## src/rtl/hbridge_driver_if.sv

```systemverilog
// Setpoint/mode inputs and pad outputs of hbridge_driver.
// The slave modport is the driver side.
interface hbridge_driver_if #(
  parameter int NUM_CH = 2,
  parameter int W      = 8
);
  logic                enable;
  logic [NUM_CH*W-1:0] setpoint;
  logic [NUM_CH*2-1:0] mode;
  logic [NUM_CH-1:0]   pwm_a;
  logic [NUM_CH-1:0]   pwm_b;
  logic [NUM_CH-1:0]   at_target;
  logic                period_start;

  modport master (
    output enable, setpoint, mode,
    input  pwm_a, pwm_b, at_target, period_start
  );

  modport slave (
    input  enable, setpoint, mode,
    output pwm_a, pwm_b, at_target, period_start
  );
endinterface

```

## src/rtl/hbridge_driver.sv

```systemverilog
// Multi-channel sign-magnitude H-bridge PWM driver with shared period
// counter, slew limiting, brake/coast modes and class-change dead time.
module hbridge_driver #(
  parameter int NUM_CH    = 2,
  parameter int W         = 8,
  parameter int DEADTIME  = 4,
  parameter int SLEW_STEP = 0
) (
  input  logic            clk,
  input  logic            reset_n,
  hbridge_driver_if.slave bus
);

  typedef enum logic [1:0] {
    CL_OFF,
    CL_A,
    CL_B,
    CL_BRK
  } cls_e;

  localparam logic [W-1:0] CNT_LAST = '1;
  localparam logic [W-1:0] DT       = W'(DEADTIME);
  localparam logic [W:0]   STEP     = (W+1)'(SLEW_STEP);
  localparam logic [W-1:0] MOST_NEG = {1'b1, {(W-1){1'b0}}};
  localparam logic [W-1:0] SAT_NEG  = {1'b1, {(W-2){1'b0}}, 1'b1};

  logic [W-1:0]      cnt;
  logic [W-1:0]      act [NUM_CH];
  cls_e              cls [NUM_CH];
  logic [NUM_CH-1:0] dt;
  logic [NUM_CH-1:0] pa_q;
  logic [NUM_CH-1:0] pb_q;
  logic [NUM_CH-1:0] at_q;
  logic              ps_q;

  logic [W-1:0]      tgt  [NUM_CH];
  logic [W-1:0]      nact [NUM_CH];
  logic [W-1:0]      mag  [NUM_CH];
  logic [W-1:0]      cmp  [NUM_CH];
  logic [W:0]        diff [NUM_CH];
  logic [W:0]        dmag [NUM_CH];
  cls_e              ncls [NUM_CH];
  logic [NUM_CH-1:0] drv;
  logic [NUM_CH-1:0] brk;
  logic [NUM_CH-1:0] ndt;
  logic [NUM_CH-1:0] on;
  logic [NUM_CH-1:0] dead;
  logic [NUM_CH-1:0] pa_n;
  logic [NUM_CH-1:0] pb_n;
  logic [NUM_CH-1:0] at_n;
  logic [NUM_CH-1:0] tz;

  always_comb begin
    for (int i = 0; i < NUM_CH; i++) begin
      drv[i] = bus.mode[2*i +: 2] == 2'b01;
      brk[i] = bus.mode[2*i +: 2] == 2'b10;
      tgt[i] = bus.setpoint[W*i +: W];
      if (tgt[i] == MOST_NEG) tgt[i] = SAT_NEG;
      tz[i] = tgt[i] == '0;

      // W+1 bits keeps tgt-act exact across the full signed range
      diff[i] = {tgt[i][W-1], tgt[i]} - {act[i][W-1], act[i]};
      dmag[i] = diff[i][W] ? -diff[i] : diff[i];
      nact[i] = '0;
      if (drv[i]) begin
        if (SLEW_STEP == 0 || dmag[i] <= STEP)
          nact[i] = tgt[i];
        else if (diff[i][W])
          nact[i] = act[i] - STEP[W-1:0];
        else
          nact[i] = act[i] + STEP[W-1:0];
      end

      if (brk[i])
        ncls[i] = CL_BRK;
      else if (nact[i] == '0)
        ncls[i] = CL_OFF;
      else if (nact[i][W-1])
        ncls[i] = CL_B;
      else
        ncls[i] = CL_A;
      ndt[i] = ncls[i] != CL_OFF && cls[i] != CL_OFF
               && ncls[i] != cls[i];

      mag[i]  = act[i][W-1] ? -act[i] : act[i];
      cmp[i]  = mag[i] << 1;
      on[i]   = cnt < cmp[i];
      dead[i] = dt[i] && cnt < DT;
      pa_n[i] = 1'b0;
      pb_n[i] = 1'b0;
      unique case (cls[i])
        CL_A:    pa_n[i] = on[i] & ~dead[i];
        CL_B:    pb_n[i] = on[i] & ~dead[i];
        CL_BRK: begin
          pa_n[i] = ~dead[i];
          pb_n[i] = ~dead[i];
        end
        default: ;
      endcase

      at_n[i] = drv[i] ? act[i] == tgt[i] : tz[i];
    end
  end

  always_ff @(posedge clk) begin
    if (!reset_n) begin
      cnt  <= '0;
      ps_q <= 1'b0;
      pa_q <= '0;
      pb_q <= '0;
      dt   <= '0;
      at_q <= tz;
      for (int i = 0; i < NUM_CH; i++) begin
        act[i] <= '0;
        cls[i] <= CL_OFF;
      end
    end else begin
      cnt  <= cnt + 1'b1;
      ps_q <= cnt == '0;
      at_q <= at_n;
      if (!bus.enable) begin
        pa_q <= '0;
        pb_q <= '0;
        dt   <= '0;
        for (int i = 0; i < NUM_CH; i++) begin
          act[i] <= '0;
          cls[i] <= CL_OFF;
        end
      end else begin
        pa_q <= pa_n;
        pb_q <= pb_n;
        if (cnt == CNT_LAST) begin
          dt <= ndt;
          for (int i = 0; i < NUM_CH; i++) begin
            act[i] <= nact[i];
            cls[i] <= ncls[i];
          end
        end
      end
    end
  end

  assign bus.pwm_a        = pa_q;
  assign bus.pwm_b        = pb_q;
  assign bus.at_target    = at_q;
  assign bus.period_start = ps_q;

endmodule

```

## src/flat_wrapper.sv

```systemverilog
// flat-port wrapper written by rule: the top's interface ports become plain ports
module hbridge_driver_flat 
#(
  parameter int NUM_CH    = 2,
  parameter int W         = 8,
  parameter int DEADTIME  = 4,
  parameter int SLEW_STEP = 0
)
  (clk, reset_n, bus_enable, bus_setpoint, bus_mode, bus_pwm_a, bus_pwm_b, bus_at_target, bus_period_start);
  hbridge_driver_if #(.NUM_CH(NUM_CH), .W(W)) bus_i ();
  input  logic clk;
  input  logic reset_n;
  input wire logic [$bits(bus_i.enable)-1:0] bus_enable;
  input wire logic [$bits(bus_i.setpoint)-1:0] bus_setpoint;
  input wire logic [$bits(bus_i.mode)-1:0] bus_mode;
  output wire logic [$bits(bus_i.pwm_a)-1:0] bus_pwm_a;
  output wire logic [$bits(bus_i.pwm_b)-1:0] bus_pwm_b;
  output wire logic [$bits(bus_i.at_target)-1:0] bus_at_target;
  output wire logic [$bits(bus_i.period_start)-1:0] bus_period_start;
  assign bus_i.enable = bus_enable;
  assign bus_i.setpoint = bus_setpoint;
  assign bus_i.mode = bus_mode;
  assign bus_pwm_a = bus_i.pwm_a;
  assign bus_pwm_b = bus_i.pwm_b;
  assign bus_at_target = bus_i.at_target;
  assign bus_period_start = bus_i.period_start;
  hbridge_driver #(.NUM_CH(NUM_CH), .W(W), .DEADTIME(DEADTIME), .SLEW_STEP(SLEW_STEP)) u_core (.clk(clk), .reset_n(reset_n), .bus(bus_i));
endmodule
```

## config.mk

```make
export PLATFORM = sky130hd
export DESIGN_NAME = hbridge_driver_flat
export DESIGN_NICKNAME = d
export VERILOG_FILES = /design/src/rtl/hbridge_driver_if.sv /design/src/rtl/hbridge_driver.sv /design/src/flat_wrapper.sv
export SDC_FILE = /design/constraint.sdc
export NUM_CORES = 1
export LEC_CHECK = 0
export BUFFER_PORTS_ARGS = -buffer_cell sky130_fd_sc_hd__buf_2
export CORE_MARGIN = 5
export CORE_UTILIZATION = 57
export CTS_CLUSTER_DIAMETER = 30
export DETAILED_ROUTE_END_ITERATION = 6
export GPL_TIMING_DRIVEN = 0
export PLACE_DENSITY = 0.8
export SLEW_MARGIN = 20
export SYNTH_ARGS = -nofsm -noshare
export SYNTH_HDL_FRONTEND = slang
export SYNTH_SLANG_ARGS = --single-unit
```

## constraint.sdc

```tcl
create_clock -name clk -period 3 [get_ports clk]
set_input_delay 0.45 -clock clk [delete_from_list [all_inputs] [get_ports clk]]
set_output_delay 0.45 -clock clk [all_outputs]
set_load 0.01 [all_outputs]
```

==> results.txt, run 1 <==
element type at the critical path end - flip-flop
Final Hold Viols - 0
Hold Crit Class - in2reg
CTS Hold Bufs - 0
CP required - 3.20 ns
leak pwr - 0.00114 uW
syn_nets - 268
Slew @ Worst Pin - 0.528 ns
clk_lat worst skew - 0.30 ns
ys flop type - edfxtp_1
CORE AREA - 3940 um^2
DR WL/cell - 14.6 um
TritonCTS clock tree - yes
Max Transition Viols Final - 0
RSZ-0062 raised after global routing - no
Cells after Synth - 229
post-route design area - 2630 um^2
register clock-pin slew on the reported worst setup and hold paths - 0.08 ns
# Post-CTS Setup Buffers - 0
Post-synth ARST share - 0
Initial DRC Count - 88
critical path launch point type - flip-flop
slew margin rel. - 0.645
CP Class - reg2reg
die area - 5390 um^2
final wirelength - 4.64 mm
Area contributors post-synth - edfxtp_1 26%, dfxtp_1 15%, ha_1 8.7%
# resized after CTS - 0
global-route wire length before repair - 7.78 mm
post-synthesis cell area - 2290 um^2
Final Wtd Congestion - 0.803
Root Buffer - clkbuf_8
max-cap viol count - 0
# diodes - 0
Nets - 305
Die X - 73.4 um
layout cell share with drive strength beyond 1 - 0.172
number of synthesized register bits - 37
final antenna-violating net count - 0
worst endpoint data arrival time - 2.39 ns
period utilization - 0.728
largest net degree at the start of global routing - 14
die height - 73.4 um
unique cell type count in the Yosys netlist - 42
setup TNS - 0 ns
IO buf count - 29
Post-synth top cells - 20 x edfxtp_1, 20 x xor2_1, 19 x and2_1
final critical-path required period - 2.18 ns
CTS Buf Count - 5
outcome - complete, no violations
area leader, netlist - edfxtp_1
setup violators final - 0
clock buffer depth - 2
num ports - 30
EDFF count, synth - 20
vias per std cell - 5.60
total number of yosys warnings - 0
DR vias - 1,775
Seq/Total Area, Yosys - 0.411
FMAX - 458 MHz
vias in the first global route - 1,709
Layout Area Growth over Synthesis - 14.6%
antenna violations before repair - 0
global route overflow - 0
All-Layer GR Usage - 0.190
crit-path max FO - 4
Syn Area/Cell - 10.0 um^2
Max VDD drop - 0.332 mV
# rows - 23
H-tree depth - 2
placed cell area - 2510 um^2
PwrDens - 442 nW/um^2
Initial Utilization - 0.581
clk_skew - 0.00933 ns
HPWL Detailed - 3.59 mm
top-area cell type share of the netlist area - 0.262
CTS Sinks - 37
DRC Markers - 0
DRT Pass-1 Iters - 4
==> cells by family (layout without fill, tap and decap cells) <==
family | Yosys count | after routing | share of synthesized area
multiplexers | 2 | 2 | 0.00874
AO/OA/AOI/OAI | 44 | 44 | 0.127
buffers and inverters | 14 | 52 | 0.0262
AND/OR/NAND/NOR | 85 | 85 | 0.221
XOR/XNOR | 31 | 31 | 0.119
flip-flops | 37 | 37 | 0.411
adder cells (fa/ha/maj) | 16 | 16 | 0.0874
==> layer usage <==
layer	routed length [um]	GRT usage	vias to the layer above
met5	0	0	-
met4	87	0.0825	0
met3	149	0.0410	9
met2	2160	0.302	34
met1	2240	0.249	831
li1	-	-	901
==> cell usage in the layout, fill, tap and decap left out, drive strengths merged, types with 3 or more instances in the layout <==
master  count
or3         3
nand2      15
nor4        6
xnor2      11
nand2b      5
nor2b       4
nand3       9
and2       19
o31ai       5
nor2       13
inv        10
xor2       20
a31oi       7
ha         16
clkbuf      9
dfxtp      17
a21oi       9
a211oi      5
nand3b      3
o21ai       6
buf        31
edfxtp     20
==> per-stage QoR <==
step                worst slack [ns]   util  hold slack [ns]  std cells  total power, uW
finish                         0.817  0.666            0.470        317             1160
global route                   0.622  0.666            0.477        317             1210
CTS                            0.820  0.666            0.458        317             1170
detailed placement             0.849  0.638            0.456        309              736
global placement               0.218  0.634            0.449        308              729
floorplan                      0.785      -            0.432        229              680
==> critical path, cell delays in order, from the launching register on <==
cell and delay [ns]:
edfxtp_1 0.44, inv_1 0.14, ha_1 0.18, nand2_1 0.07, nand2_1 0.08, xor2_1 0.16
ha_1 0.26, a21o_1 0.16, a211oi_1 0.22, o21ai_0 0.17, a21oi_1 0.21
==> flip-flops by register name, indices dropped and copies added, names as in the netlist <==
register,flops
u_core.bus.at_target,2
u_core.bus.period_start,1
u_core.bus.pwm_b,2
u_core.bus.pwm_a,2
u_core.dt,2
u_core.cnt,8
u_core.act,16
u_core.cls,4
==> where the power goes <==
| group | internal (uW) | total (uW) | switching (uW) | leakage (uW) |
|---|---|---|---|---|
| Clock | 250 | 432 | 183 | 0.0000554 |
| Sequential | 553 | 576 | 22.6 | 0.000357 |
| Combinational | 68.5 | 151 | 82.8 | 0.000728 |
==> worst paths after layout <==
kind                            slack (ns)  cells after the start                 endpoint              from
worst min register to register        0.47                      1            u_core.cnt[0]     u_core.cnt[0]
worst max-delay path                  0.82                     10      u_core.bus.pwm_a[1]  u_core.act[0][8]
worst min-delay path                  0.47                      3  u_core.bus.at_target[1]   bus_setpoint[8]
worst max register to register        0.82                     10      u_core.bus.pwm_a[1]  u_core.act[0][8]
==> area by class of cell <==
class,count,area (um^2)
Clock buffer,6,72.6
Sequential cell,37,941
Multi-Input combinational cell,178,1290
Timing Repair Buffer,30,156
Clock inverter,2,38.8
Fill cell,318,1320
Tap cell,50,62.6
Inverter,10,37.5
Buffer,4,22.5
Note: power is estimated with default switching activity, not from simulation.
==> run 2, diff against run 1 <==
--- a/config.mk
+++ b/config.mk
@@ -7,11 +7,11 @@
 export LEC_CHECK = 0
 export BUFFER_PORTS_ARGS = -buffer_cell sky130_fd_sc_hd__buf_2
 export CORE_MARGIN = 5
-export CORE_UTILIZATION = 57
+export CORE_UTILIZATION = 52
 export CTS_CLUSTER_DIAMETER = 30
 export DETAILED_ROUTE_END_ITERATION = 6
 export GPL_TIMING_DRIVEN = 0
-export PLACE_DENSITY = 0.8
+export PLACE_DENSITY = 0.77
 export SLEW_MARGIN = 20
 export SYNTH_ARGS = -nofsm -noshare
 export SYNTH_HDL_FRONTEND = slang
==> constraint.sdc (replaced) <==
create_clock -name clk -period 2 [get_ports clk]
set_input_delay 0.3 -clock clk [delete_from_list [all_inputs] [get_ports clk]]
set_output_delay 0.3 -clock clk [all_outputs]
set_load 0.01 [all_outputs]
==> run 2 against run 1 <==
Against the previous run:
- the run now ends with negative setup slack left
- worst hold slack worse by 0.13 ns
- setup slack worse by 0.84 ns
- critical endpoint is now u_core.bus.pwm_b[1]
- sequential share of layout area is 2.6 points lower
- global-route usage is 1.2 points lower
- final cell count is 6.3% higher
- first-iteration DRC count is 26% higher
- critical path depth stayed put
- design area is 8.0% higher
- maximum frequency is 8.2% higher
- via count is 5.7% higher
==> results.txt, run 2 (synthesized netlist as in run 1, its figures left out) <==
CP Class - reg2reg
TritonCTS clock tree - yes
DRT Pass-1 Iters - 5 (+1)
vias in the first global route - 1,872 (+9.5%)
die height - 76.4 um (+4.1%)
RR Startpoint - u_core.act[0][9]
leak pwr - 0.00123 uW (+7.6%)
post-route design area - 2830 um^2 (+8.0%)
# rows - 24 (+4.3%)
Max Transition Viols Final - 0 (unchanged)
R2R depth - 10 (unchanged)
failing checks - negative setup slack
CTS Sinks - 37 (unchanged)
clock buffer depth - 2 (unchanged)
global route overflow - 0 (unchanged)
outcome - complete, but fails checks
worst endpoint data arrival time - 2.23 ns (-0.16 ns)
slew margin rel. - 0.556 (-0.0887)
PwrDens - 584 nW/um^2 (+32%)
register-to-register setup slack - -0.02 ns (-0.84 ns)
All-Layer GR Usage - 0.177 (-0.0125)
CP required - 2.21 ns (-0.99 ns)
CORE AREA - 4320 um^2 (+9.7%)
most common cell after layout, fill and taps aside - buf_2
vias per std cell - 5.57 (-0.53%)
register clock-pin slew on the reported worst setup and hold paths - 0.07 ns (about the same)
Final Wtd Congestion - 0.801 (-0.17%)
Tot Pwr - 1660 uW (+43%)
Final Hold Viols - 0 (unchanged)
worst-path cell chain - inv_2 > ha_4 > nand2_4 > buf_4 > o31ai_4 > xor2_1 > ha_2 > nor2_2 > nor2_1 > a21oi_2
Top Registers - u_core.act (16), u_core.cnt (8), u_core.cls (4)
clk_lat worst skew - 0.28 ns (-0.02 ns)
CTS Hold Bufs - 0 (unchanged)
WHS Path Cells - 2 (-1)
placed cell area - 2500 um^2 (-0.35%)
largest reg by FF count - u_core.act
number of flip-flops in the largest register - 16 (unchanged)
FMAX - 496 MHz (+8.2%)
die area - 5830 um^2 (+8.3%)
r2r endpoint - u_core.bus.pwm_b[1]
critical path launch point type - flip-flop
Fillers - 356 (+12%)
global-route wire length before repair - 8.59 mm (+10%)
hold path endpoint - u_core.act[0][1]
CP peak stage delay - 0.43 ns (about the same)
RSZ-0062 raised after global routing - yes
Non-Filler Instances - 337 (+6.3%)
Root Buffer - clkbuf_8
period utilization - 1.01 (+0.281)
DR vias - 1,877 (+5.7%)
worst setup margin - -0.0180 ns (-0.835 ns)
hold_sp - bus_setpoint[1]
final critical-path required period - 2.02 ns (-0.165 ns)
DRC Markers - 0 (unchanged)
HPWL Detailed - 3.53 mm (-1.8%)
crit-path max FO - 2 (-2)
CP max-delay cell - edfxtp_1
final wirelength - 5.07 mm (+9.4%)
Hold Crit Class - in2reg
final core occ - 0.655 (-0.0104)
element type at the critical path end - flip-flop
layout cell share with drive strength beyond 1 - 0.295 (+0.122)
final antenna-violating net count - 0 (unchanged)
max-cap viol count - 0 (unchanged)
clk_skew - 0.00328 ns (-0.00606 ns)
H-tree depth - 2 (unchanged)
Worst setup startpoint - u_core.act[0][9]
# diodes - 0 (unchanged)
family with the most delay on the worst path - adder cells
largest net degree at the start of global routing - 22 (+8)
Worst Path Buf+Inv - 2 (+1)
Initial DRC Count - 111 (+26%)
Max VDD drop - 0.452 mV (+36%)
IO buf count - 29 (unchanged)
DR WL/cell - 15.1 um (+2.9%)
Slew @ Worst Pin - 0.664 ns (+0.136 ns)
Layout Area Growth over Synthesis - 23.7%
Initial Utilization - 0.530 (-0.0513)
commonest non-fill, non-tap cells in the layout - 29 x buf_2, 20 x xor2_1, 20 x buf_4, 20 x edfxtp_1, 19 x and2_1
Die X - 76.4 um (+4.1%)
CTS Buf Count - 5 (unchanged)
antenna violations before repair - 0 (unchanged)
num ports - 30 (unchanged)
Placed Cells - 310 (+0.32%)
Nets - 323 (+5.9%)
setup violators final - 1 (+1)
-- run 2: routing by layer --
layer	global-route usage	routed length (um)
met1	0.238	2330
met2	0.290	2440
met3	0.0343	213
met4	0.0507	85
met5	0	0
-- run 2: through the flow --
step | setup TNS (ns) | hold slack (ns) | worst slack [ns]
2_1_floorplan | 0 | 0.432 | 0.127
3_3_place_gp | -1.37 | 0.448 | -0.169
3_5_place_dp | -2.39 | 0.450 | -0.224
4_1_cts | 0 | 0.328 | 0.0126
5_1_grt | -0.313 | 0.340 | -0.111
6_report | -0.0180 | 0.337 | -0.0180
-- run 2: final cells by class --
| type | count | area (um^2) | share of cell area |
|---|---|---|---|
| Buffer | 3 | 18.8 | 0.00662 |
| Sequential cell | 37 | 941 | 0.332 |
| Timing Repair Buffer | 49 | 295 | 0.104 |
| Tap cell | 52 | 65.1 | 0.0230 |
| Clock buffer | 8 | 80.1 | 0.0283 |
| Inverter | 10 | 37.5 | 0.0132 |
| Multi-Input combinational cell | 178 | 1400 | 0.493 |
-- run 2: how the worst max path moves through the flow --
stage	slack, ns	to	cells past startpoint
2_1_floorplan	0.13	u_core.bus.pwm_a[0]	10
3_3_place_gp	-0.17	u_core.dt[0]	5
5_1_grt	-0.11	u_core.bus.pwm_b[1]	10
3_5_place_dp	-0.22	u_core.dt[0]	5
4_1_cts	0.01	u_core.bus.pwm_a[0]	10
6_report	-0.02	u_core.bus.pwm_b[1]	10
-- run 2: timing repair --
action	4_1_cts	5_1_grt
resized for setup	11	20
setup buffers	12	8
pin swaps	6	14
setup endpoints to repair	26	4
-- run 2: power breakdown --
group / switching [uW] / internal, uW / leakage [uW]
Combinational: 152 / 143 / 0.000830
Clock: 250 / 248 / 0.0000395
Sequential: 33.8 / 830 / 0.000357
